==> config.mk <==
export PLATFORM = sky130hd
export DESIGN_NAME = tiny_tensor_cpu
export DESIGN_NICKNAME = d
export VERILOG_FILES = /design/src/rtl/tiny_tensor_cpu.sv
export SDC_FILE = /design/constraint.sdc
export NUM_CORES = 2
export LEC_CHECK = 0
export ABC_CLOCK_PERIOD_IN_PS = 15300
export BUFFER_PORTS_ARGS = -buffer_cell sky130_fd_sc_hd__clkbuf_2
export CAP_MARGIN = 20
export CORE_MARGIN = 3
export CORE_UTILIZATION = 35
export DETAILED_ROUTE_END_ITERATION = 8
export GPL_TIMING_DRIVEN = 0
export PLACE_DENSITY_LB_ADDON = 0.3
export REMOVE_ABC_BUFFERS = 1
export SLEW_MARGIN = 20
export SYNTH_ARGS = -nofsm -noshare
export SYNTH_HDL_FRONTEND = slang
export SYNTH_SLANG_ARGS = --single-unit
==> constraint.sdc <==
create_clock -name clock_in -period 15.3 [get_ports clock_in]
set_input_delay 3.06 -clock clock_in [delete_from_list [all_inputs] [get_ports clock_in]]
set_output_delay 3.06 -clock clock_in [all_outputs]
set_load 0.02 [all_outputs]
==> src/rtl/tiny_tensor_cpu.sv <==
// tiny_tensor_cpu: 8-bit scalar CPU with an attached 3x3 matrix-multiply core.
// Define TENSOR_SATURATE_EN to clamp tensor results instead of wrapping them.

module tiny_tensor_cpu #(
    parameter int DATA_WIDTH = 8
) (
    input  logic                  clock_in,
    input  logic                  reset_n_in,
    input  logic [15:0]           current_instruction,
    output logic [DATA_WIDTH-1:0] cpu_output,
    output logic                  tensor_core_done
);

    typedef enum logic [3:0] {
        OP_ADD     = 4'h0, OP_SUB      = 4'h1,
        OP_MUL     = 4'h2, OP_EQL      = 4'h3,
        OP_GRT     = 4'h4, OP_OPERATE  = 4'h5,
        OP_LOAD    = 4'h6, OP_C2T      = 4'h7,
        OP_T2C     = 4'h8, OP_NOP      = 4'h9,
        OP_ADD_IMM = 4'hA, OP_MOVE_CPU = 4'hB,
        OP_MOVE_T  = 4'hC, OP_RESET    = 4'hD,
        OP_READ_C  = 4'hE, OP_READ_T   = 4'hF
    } op_t;

    typedef enum logic {IDLE, BUSY} state_t;

`ifdef TENSOR_SATURATE_EN
    localparam int ACC_W = 2 * DATA_WIDTH + 2;
    localparam logic signed [ACC_W-1:0] SAT_MAX =
        ACC_W'((1 << (DATA_WIDTH - 1)) - 1);
    localparam logic signed [ACC_W-1:0] SAT_MIN = ~SAT_MAX;
`else
    // Wrapping keeps only the low bits, so a narrow sum is exact mod 2^N
    localparam int ACC_W = DATA_WIDTH;
`endif

    logic signed [DATA_WIDTH-1:0] r [8];
    logic signed [DATA_WIDTH-1:0] t [18];
    logic signed [DATA_WIDTH-1:0] c [9];
    state_t                       state;
    logic [3:0]                   k;

    op_t                          op;
    logic [2:0]                   rd, rs1, rs2, rsc;
    logic [4:0]                   td, tsm, tsc;
    logic signed [DATA_WIDTH-1:0] imm;

    assign op  = op_t'(current_instruction[15:12]);
    assign rd  = current_instruction[11:9];
    assign rs1 = current_instruction[8:6];
    assign rs2 = current_instruction[5:3];
    assign rsc = current_instruction[6:4];
    assign td  = current_instruction[11:7];
    assign tsm = current_instruction[6:2];
    assign tsc = current_instruction[8:4];
    assign imm = DATA_WIDTH'(signed'(current_instruction[7:0]));

    logic signed [DATA_WIDTH-1:0] ts_val, tm_val, tc_val;
    logic signed [DATA_WIDTH-1:0] alu_res, c_elem;
    logic                         wr_r;

    always_comb begin
        ts_val = (td  < 5'd18) ? t[td]  : '0;
        tm_val = (tsm < 5'd18) ? t[tsm] : '0;
        tc_val = (tsc < 5'd18) ? t[tsc] : '0;
    end

    always_comb begin
        alu_res = '0;
        wr_r    = 1'b1;
        case (op)
            OP_ADD:      alu_res = r[rs1] + r[rs2];
            OP_SUB:      alu_res = r[rs1] - r[rs2];
            OP_MUL:      alu_res = r[rs1] * r[rs2];
            OP_EQL:      alu_res = DATA_WIDTH'(r[rs1] == r[rs2]);
            OP_GRT:      alu_res = DATA_WIDTH'(r[rs1] > r[rs2]);
            OP_ADD_IMM:  alu_res = r[rd] + imm;
            OP_MOVE_CPU: alu_res = r[rs1];
            OP_T2C:      alu_res = tc_val;
            default:     wr_r    = 1'b0;
        endcase
    end

    logic [3:0]              row, col;
    logic [4:0]              ai, bi;
    logic signed [ACC_W-1:0] acc;

    // One dot product per cycle; operands are read live from A and B
    always_comb begin
        row = k / 4'd3;
        col = k % 4'd3;
        acc = '0;
        ai  = '0;
        bi  = '0;
        for (int n = 0; n < 3; n++) begin
            ai  = 5'(3 * row + n);
            bi  = 5'(9 + 3 * n + col);
            acc = acc + ACC_W'(t[ai]) * ACC_W'(t[bi]);
        end
`ifdef TENSOR_SATURATE_EN
        if (acc > SAT_MAX)
            c_elem = SAT_MAX[DATA_WIDTH-1:0];
        else if (acc < SAT_MIN)
            c_elem = SAT_MIN[DATA_WIDTH-1:0];
        else
            c_elem = acc[DATA_WIDTH-1:0];
`else
        c_elem = acc;
`endif
    end

    always_ff @(posedge clock_in or negedge reset_n_in) begin
        if (!reset_n_in) begin
            for (int i = 0; i < 8; i++)  r[i] <= '0;
            for (int i = 0; i < 18; i++) t[i] <= '0;
            for (int i = 0; i < 9; i++)  c[i] <= '0;
            state            <= IDLE;
            k                <= '0;
            tensor_core_done <= 1'b0;
            cpu_output       <= '0;
        end else if (op == OP_RESET) begin
            for (int i = 0; i < 8; i++)  r[i] <= '0;
            for (int i = 0; i < 18; i++) t[i] <= '0;
            for (int i = 0; i < 9; i++)  c[i] <= '0;
            state            <= IDLE;
            k                <= '0;
            tensor_core_done <= 1'b0;
            cpu_output       <= '0;
        end else begin
            if (state == BUSY) begin
                c[k] <= c_elem;
                if (k == 4'd8) begin
                    state            <= IDLE;
                    k                <= '0;
                    tensor_core_done <= 1'b1;
                end else begin
                    k <= k + 4'd1;
                end
            end
            if (wr_r)
                r[rd] <= alu_res;
            case (op)
                OP_OPERATE:
                    if (state == IDLE) begin
                        state            <= BUSY;
                        k                <= '0;
                        tensor_core_done <= 1'b0;
                    end
                OP_LOAD:
                    if (state == IDLE)
                        for (int i = 0; i < 9; i++)
                            if (current_instruction[11])
                                t[9 + i] <= c[i];
                            else
                                t[i] <= c[i];
                OP_C2T:
                    if (td < 5'd18) t[td] <= r[rsc];
                OP_MOVE_T:
                    if (td < 5'd18) t[td] <= tm_val;
                OP_READ_C: cpu_output <= r[rd];
                OP_READ_T: cpu_output <= ts_val;
                default: ;
            endcase
        end
    end

endmodule

* Yosys cells after proc, flatten, opt, wreduce, memory -nomap -nowiden *
Index checks and enable logic that the tools add are counted.

operators by class
  add/sub/neg operators = 11
  multiply operators = 5
  div/mod/pow operators = 2
  $lt $le $gt $ge = 21
  equal/unequal tests = 21
  muxes and demuxes = 98
  bitwise gates (word level) = 14
  reduce and logical (&&, ||, !) cells = 11

operators with widths
  operator                                                               number
  144-bit 2-to-1 mux                                                     4
  144-bit one-hot mux with 3 select lines                                1
  8-bit 2-to-1 mux                                                       51
  8-bit binary-select mux with 5-bit select                              9
  144-bit bitwise mux                                                    2
  72-bit 2-to-1 mux                                                      2
  64-bit 2-to-1 mux                                                      2
  8-bit binary-select mux with 3-bit select                              4
  72-bit bitwise mux                                                     1
  64-bit bitwise mux                                                     1
  8-bit one-hot mux with 8 select lines                                  1
  6-bit >= comparator, second input constant                             9
  5-bit inverter with 6-bit output                                       9
  8-bit demux with 5-bit select                                          1
  8-bit adder                                                            4
  8-bit demux with 4-bit select                                          1
  4-bit equality test, second input constant                             8
  8-bit by 8-bit multiplier with 8-bit output                            4
  8-bit demux with 3-bit select                                          1
  4-bit 2-to-1 mux                                                       5
  4-bit by 3-bit equality test with 1-bit output, second input constant  4
  4-bit >= comparator, second input constant                             4
  3-bit inverter with 4-bit output                                       4
  8-bit one-hot mux with 2 select lines                                  1
  27 further kinds                                                       50

word-level totals
  flip-flop bits (word level) = 294
  logic and storage cells = 222

* Depth between registers and ports, before layout *
  word-level depth = 13
  gate-level depth with buffers = 65
  gate-level depth less buffers = 48

* Worst setup path after synthesis *
Ideal clock, no wire load.

  path kind = register to register
  start = register k[0]
  end = register c[31] (netlist bit)
  library setup time = 93 ps
  data arrival time = 14147 ps
  required time = 15207 ps
  slack = 1060 ps
  stages on the path, launching flop included = 60
  cells stage by stage = dfrtp_1 -> clkinv_1 -> clkbuf_1 -> clkbuf_1 -> clkbuf_1 -> buf_1 -> ha_1 -> buf_2 -> and3b_1 -> o211ai_2 -> inv_2 -> buf_2 -> buf_4 -> buf_4 -> ha_1 -> buf_2 -> a211o_4 -> nand2_4 -> [... 24 more ...] -> inv_1 -> fa_1 -> fa_1 -> fa_1 -> fa_1 -> fa_1 -> fa_1 -> inv_1 -> ha_1 -> a21oi_1 -> xnor2_1 -> xnor2_1 -> xnor2_1 -> xnor2_1 -> xnor2_1 -> xnor3_1 -> xnor3_2 -> o31ai_2

between the ends
  cells in the longest elaborated chain, start to end = 13
  elaborated cells between the ends (all ways) = 46
  classes of those cells = 7 x add/sub; 4 x mul; 2 x div; 2 x order compare; 23 x mux; 7 x bitwise; 1 x reduce/logical

RTL lines
  element                                                 line  RTL
  start: declaration                                      41    logic [3:0] k;
  start signal: assignment                                137   k <= k + 4'd1;
  4-bit by 2-bit divider with 4-bit output                90    row = k / 4'd3;
  2-bit by 4-bit multiplier with 5-bit output             96    ai = 5'(3 * row + n);
  5-bit by 1-bit adder with 5-bit output                  96
  5-bit inverter with 6-bit output (implied by the code)  98    acc = acc + ACC_W'(t[ai]) * ACC_W'(t[bi]);
  8-bit binary-select mux with 5-bit select               98
  8-bit 2-to-1 mux (implied by the code) (2 in series)    98
  8-bit by 8-bit multiplier with 8-bit output             98
  8-bit adder (2 in series)                               98
  72-bit bitwise mux (*)                                  131   c[k] <= c_elem;
  72-bit 2-to-1 mux (*)                                   130   if (state == BUSY) begin
  72-bit 2-to-1 mux (*)                                   121   end else if (op == OP_RESET) begin
  end signal: indexed assignment                          131
  end: declaration                                        39    logic signed [DATA_WIDTH-1:0] c [9];

Every way passes the cells marked *; elsewhere a longest branch is shown, timed or not. The select of a mux whose other input is x is not followed.
A chain may end at the register's enable or synchronous reset.

* Worst setup path in the final report *
  start = register k[3]
  end = register c[71] (netlist bit)

The elaborated chain is that of the path after synthesis.

==> out/metrics.cfg <==
[detailed_routing]
num_vias = 33200
wire_per_inst_um = 34.2
drt_pass1_iterations = 8
drt_wl_total_mm = 160
ant_nets = 0
drtIter0Drc = 5269
drc_errors = 0
viasPerCell = 7.10

[setup_path]
r2r-end = c[71]$_DFFE_PN0P_
crit_fanout = 58
max_stage_delay_ns = 0.88
reg2reg_from = k[3]$_DFF_PN0_
cpMostUsedCell = fa_1
crit_type = reg2reg
cp_slowest_cell = fa_2
arrival_ns = 15.44
reg2reg_slack_ns = 0.33
start_kind = flop
crit_path_end_kind = flop
crit_required_ns = 15.77
worstRegToRegCells = 42

[clock_tree]
cts_tree = done
clk_pin_slew_worst_paths_ns = 0.06
insertion_delay_ns = 0.58
cts_hold_buf = 0
cts_num_sinks = 294
cts-root-buf = clkbuf_16
clock_path_buffers = 3
cts-htree-levels = 2
cts_buffers = 34

[logic_synthesis]
async_flop_share = 1.00
synth_ff_type = dfrtp_1
avgSynthCellArea_um2 = 8.97
ys_ff_latch = 294
synth_cell_types = 109
synthCells = 3678
syn_area_mm2 = 0.0330
synth_area_leader_cell = dfrtp_1
ys.warnings.count = 0
synth-edff-count = 0
netlist_top_cells_area = dfrtp_1 22%, mux4_2 16%, mux2i_1 6.8%
synth_top_area_share = 0.223
synth_seq_area_share = 0.223

[timing]
worst_pin_slew_ns = 1.33
timing.fmax_mhz = 66.8
rsz0062_at_grt = false
setup_ws_ns = 0.333
finClkSkew_ns = 0.0321
finalSetupViolCount = 0
hold_slack_ns = 0.509
finalCritPeriodShare = 0.978
fin_crit_ns = 14.97
hold_viol_final = 0
slew_viol_final = 0
relSlewSlack = 0.106

[global_route]
grt_overflow = 0
grt_pass1_vias = 30700
antenna_found_initial = 11
grt_pass1_wl_mm = 227
grt_max_degree = 86
grt.total_usage = 0.317

[floorplan]
core_mm2 = 0.0926
die-area_mm2 = 0.0980
ios = 27
die_width_um = 313
start_util = 0.356
die_y_um = 313
num_rows = 111

[flow_run]
drv_cap = 0

[cells_and_area]
multi_input_area_mm2 = 0.0237
final_layout_size_suffix_gt1_frac = 0.148
ff_latch_area_mm2 = 0.00736
fill_cells = 9311
nets = 3587
stdcell_area_mm2 = 0.0355
area_growth_pct = 7.45

[worst_hold_path]
worstHoldStart = c[63]$_DFFE_PN0P_
hold_depth = 2
holdPathEnd = c[63]$_DFFE_PN0P_
hp-class = reg2reg

[placement]
port_buffers = 26
place_ws_ns = -2.42
dp_hpwl_mm = 111
dpl-instance-area_mm2 = 0.0342
gp_congestion = 1.02

[status]
status = complete, no violations

[cells in the final DEF (no fill, tap or decap), types with 18 or more instances in the layout]
cell type / count
a22o_1: 51
and3_1: 38
nand2_1: 416
o21ai_0: 175
ha_1: 105
nand3_1: 85
xnor2_1: 54
o22ai_1: 35
a221oi_1: 18
a31oi_1: 29
mux2i_1: 221
a211oi_1: 52
inv_1: 156
nor3_1: 42
nor2b_1: 48
mux4_2: 229
dfrtp_1: 291
fa_1: 66
a22oi_1: 27
a21oi_1: 311
o221ai_1: 29
mux2_2: 28
clkbuf_16: 35
o22a_1: 150
nor2_1: 209
[synth_stat cells (12+ instances only)]
cell type and count:
a21oi_1 319, a21o_1 17, o211ai_1 14, nor2b_1 49
a22o_1 51, a221oi_1 18, ha_1 110, nand2b_1 17
nand3_1 87, a22oi_1 27, a221o_1 12, xnor2_1 60
inv_1 157, o22a_1 150, clkbuf_1 271, nor3_1 47
dfrtp_1 294, mux2i_1 225, o22ai_1 35, and3_1 39
a211oi_1 53, a311oi_1 17, nand2_1 417, buf_2 55
o21ai_0 178, mux2_2 28, buf_1 50, a31oi_1 30
nor2_1 217, a2111oi_0 16, xor2_1 16, and2_1 15
o221ai_1 30, mux4_2 229, fa_1 67
[worst max-delay path, delay by kind of cell, from the launching register on]
kind                     cells  cell delay [ns]
buffers and inverters        8             1.41
XOR/XNOR                     8             2.38
adder cells (fa/ha/maj)     14             6.23
flip-flops                   1             0.63
AO/OA/AOI/OAI                4             1.19
AND/OR/NAND/NOR              8             2.88
[logic make-up after synthesis]
family | count (synthesis) | share of synthesized area
xor+xnor | 84 | 0.0255
fa+ha+maj | 177 | 0.0824
buf+inv | 571 | 0.0709
flops | 294 | 0.223
simple gates | 956 | 0.131
mux | 482 | 0.234
compound gates | 1114 | 0.233
[metrics by stage]
step | std cells | TNS, ns | utilization
floorplan | 3278 | -68.80 | -
global placement | 4547 | -618.42 | 0.356
detailed placement | 4593 | -33.72 | 0.369
CTS | 4657 | 0 | 0.382
global route | 4659 | 0 | 0.382
finish | 4672 | 0 | 0.383
[state kept, by name, indices dropped and copies added (netlist names)]
signal,flops
t,144
c,72
r,64
cpu_output,8
k,4
state,1
tensor_core_done,1
[layout make-up]
cell class | instances | share of cell area
diodes | 13 | 0.000917
inverters | 171 | 0.0193
flip-flops and latches | 294 | 0.208
repair inverters | 1 | 0.000247
multi-input cells | 2815 | 0.668
well taps | 1243 | 0.0439
repair buffers | 75 | 0.0295
clock inverters | 8 | 0.00275
clock buffers | 52 | 0.0282
[how the worst max path moves through the flow]
| stage | slack (ns) | start | to | cells past startpoint |
|---|---|---|---|---|
| 2_1_floorplan | -2.83 | k[0]$_DFF_PN0_ | c[15]$_DFFE_PN0P_ | 41 |
| 3_3_place_gp | -11.45 | k[0]$_DFF_PN0_ | c[71]$_DFFE_PN0P_ | 41 |
| 3_5_place_dp | -2.42 | k[3]$_DFF_PN0_ | c[15]$_DFFE_PN0P_ | 46 |
| 4_1_cts | 0.007 | k[3]$_DFF_PN0_ | c[71]$_DFFE_PN0P_ | 41 |
| 5_1_grt | 0.005 | k[3]$_DFF_PN0_ | c[71]$_DFFE_PN0P_ | 46 |
| 6_report | 0.33 | k[3]$_DFF_PN0_ | c[71]$_DFFE_PN0P_ | 42 |
[per-layer routing]
| layer | vias to the layer above | track usage | part of all wire |
|---|---|---|---|
| li1 | 13200 | - | - |
| met1 | 16300 | 0.406 | 0.37 |
| met2 | 2822 | 0.429 | 0.40 |
| met3 | 765 | 0.138 | 0.15 |
| met4 | 2 | 0.207 | 0.082 |
| met5 | - | 0.00692 | 0.000081 |
[timing repair]
action / in CTS / in global routing
endpoints found under the setup margin: 36 / 9
cloned: 2 / 1
pin swaps: 2 / 1
setup buffers: 2 / 0
gates resized for setup: 13 / 10
Power is left out: the tool's default activity adds up to more than one toggle a clock period on the data nets, which glitch-free logic cannot reach.
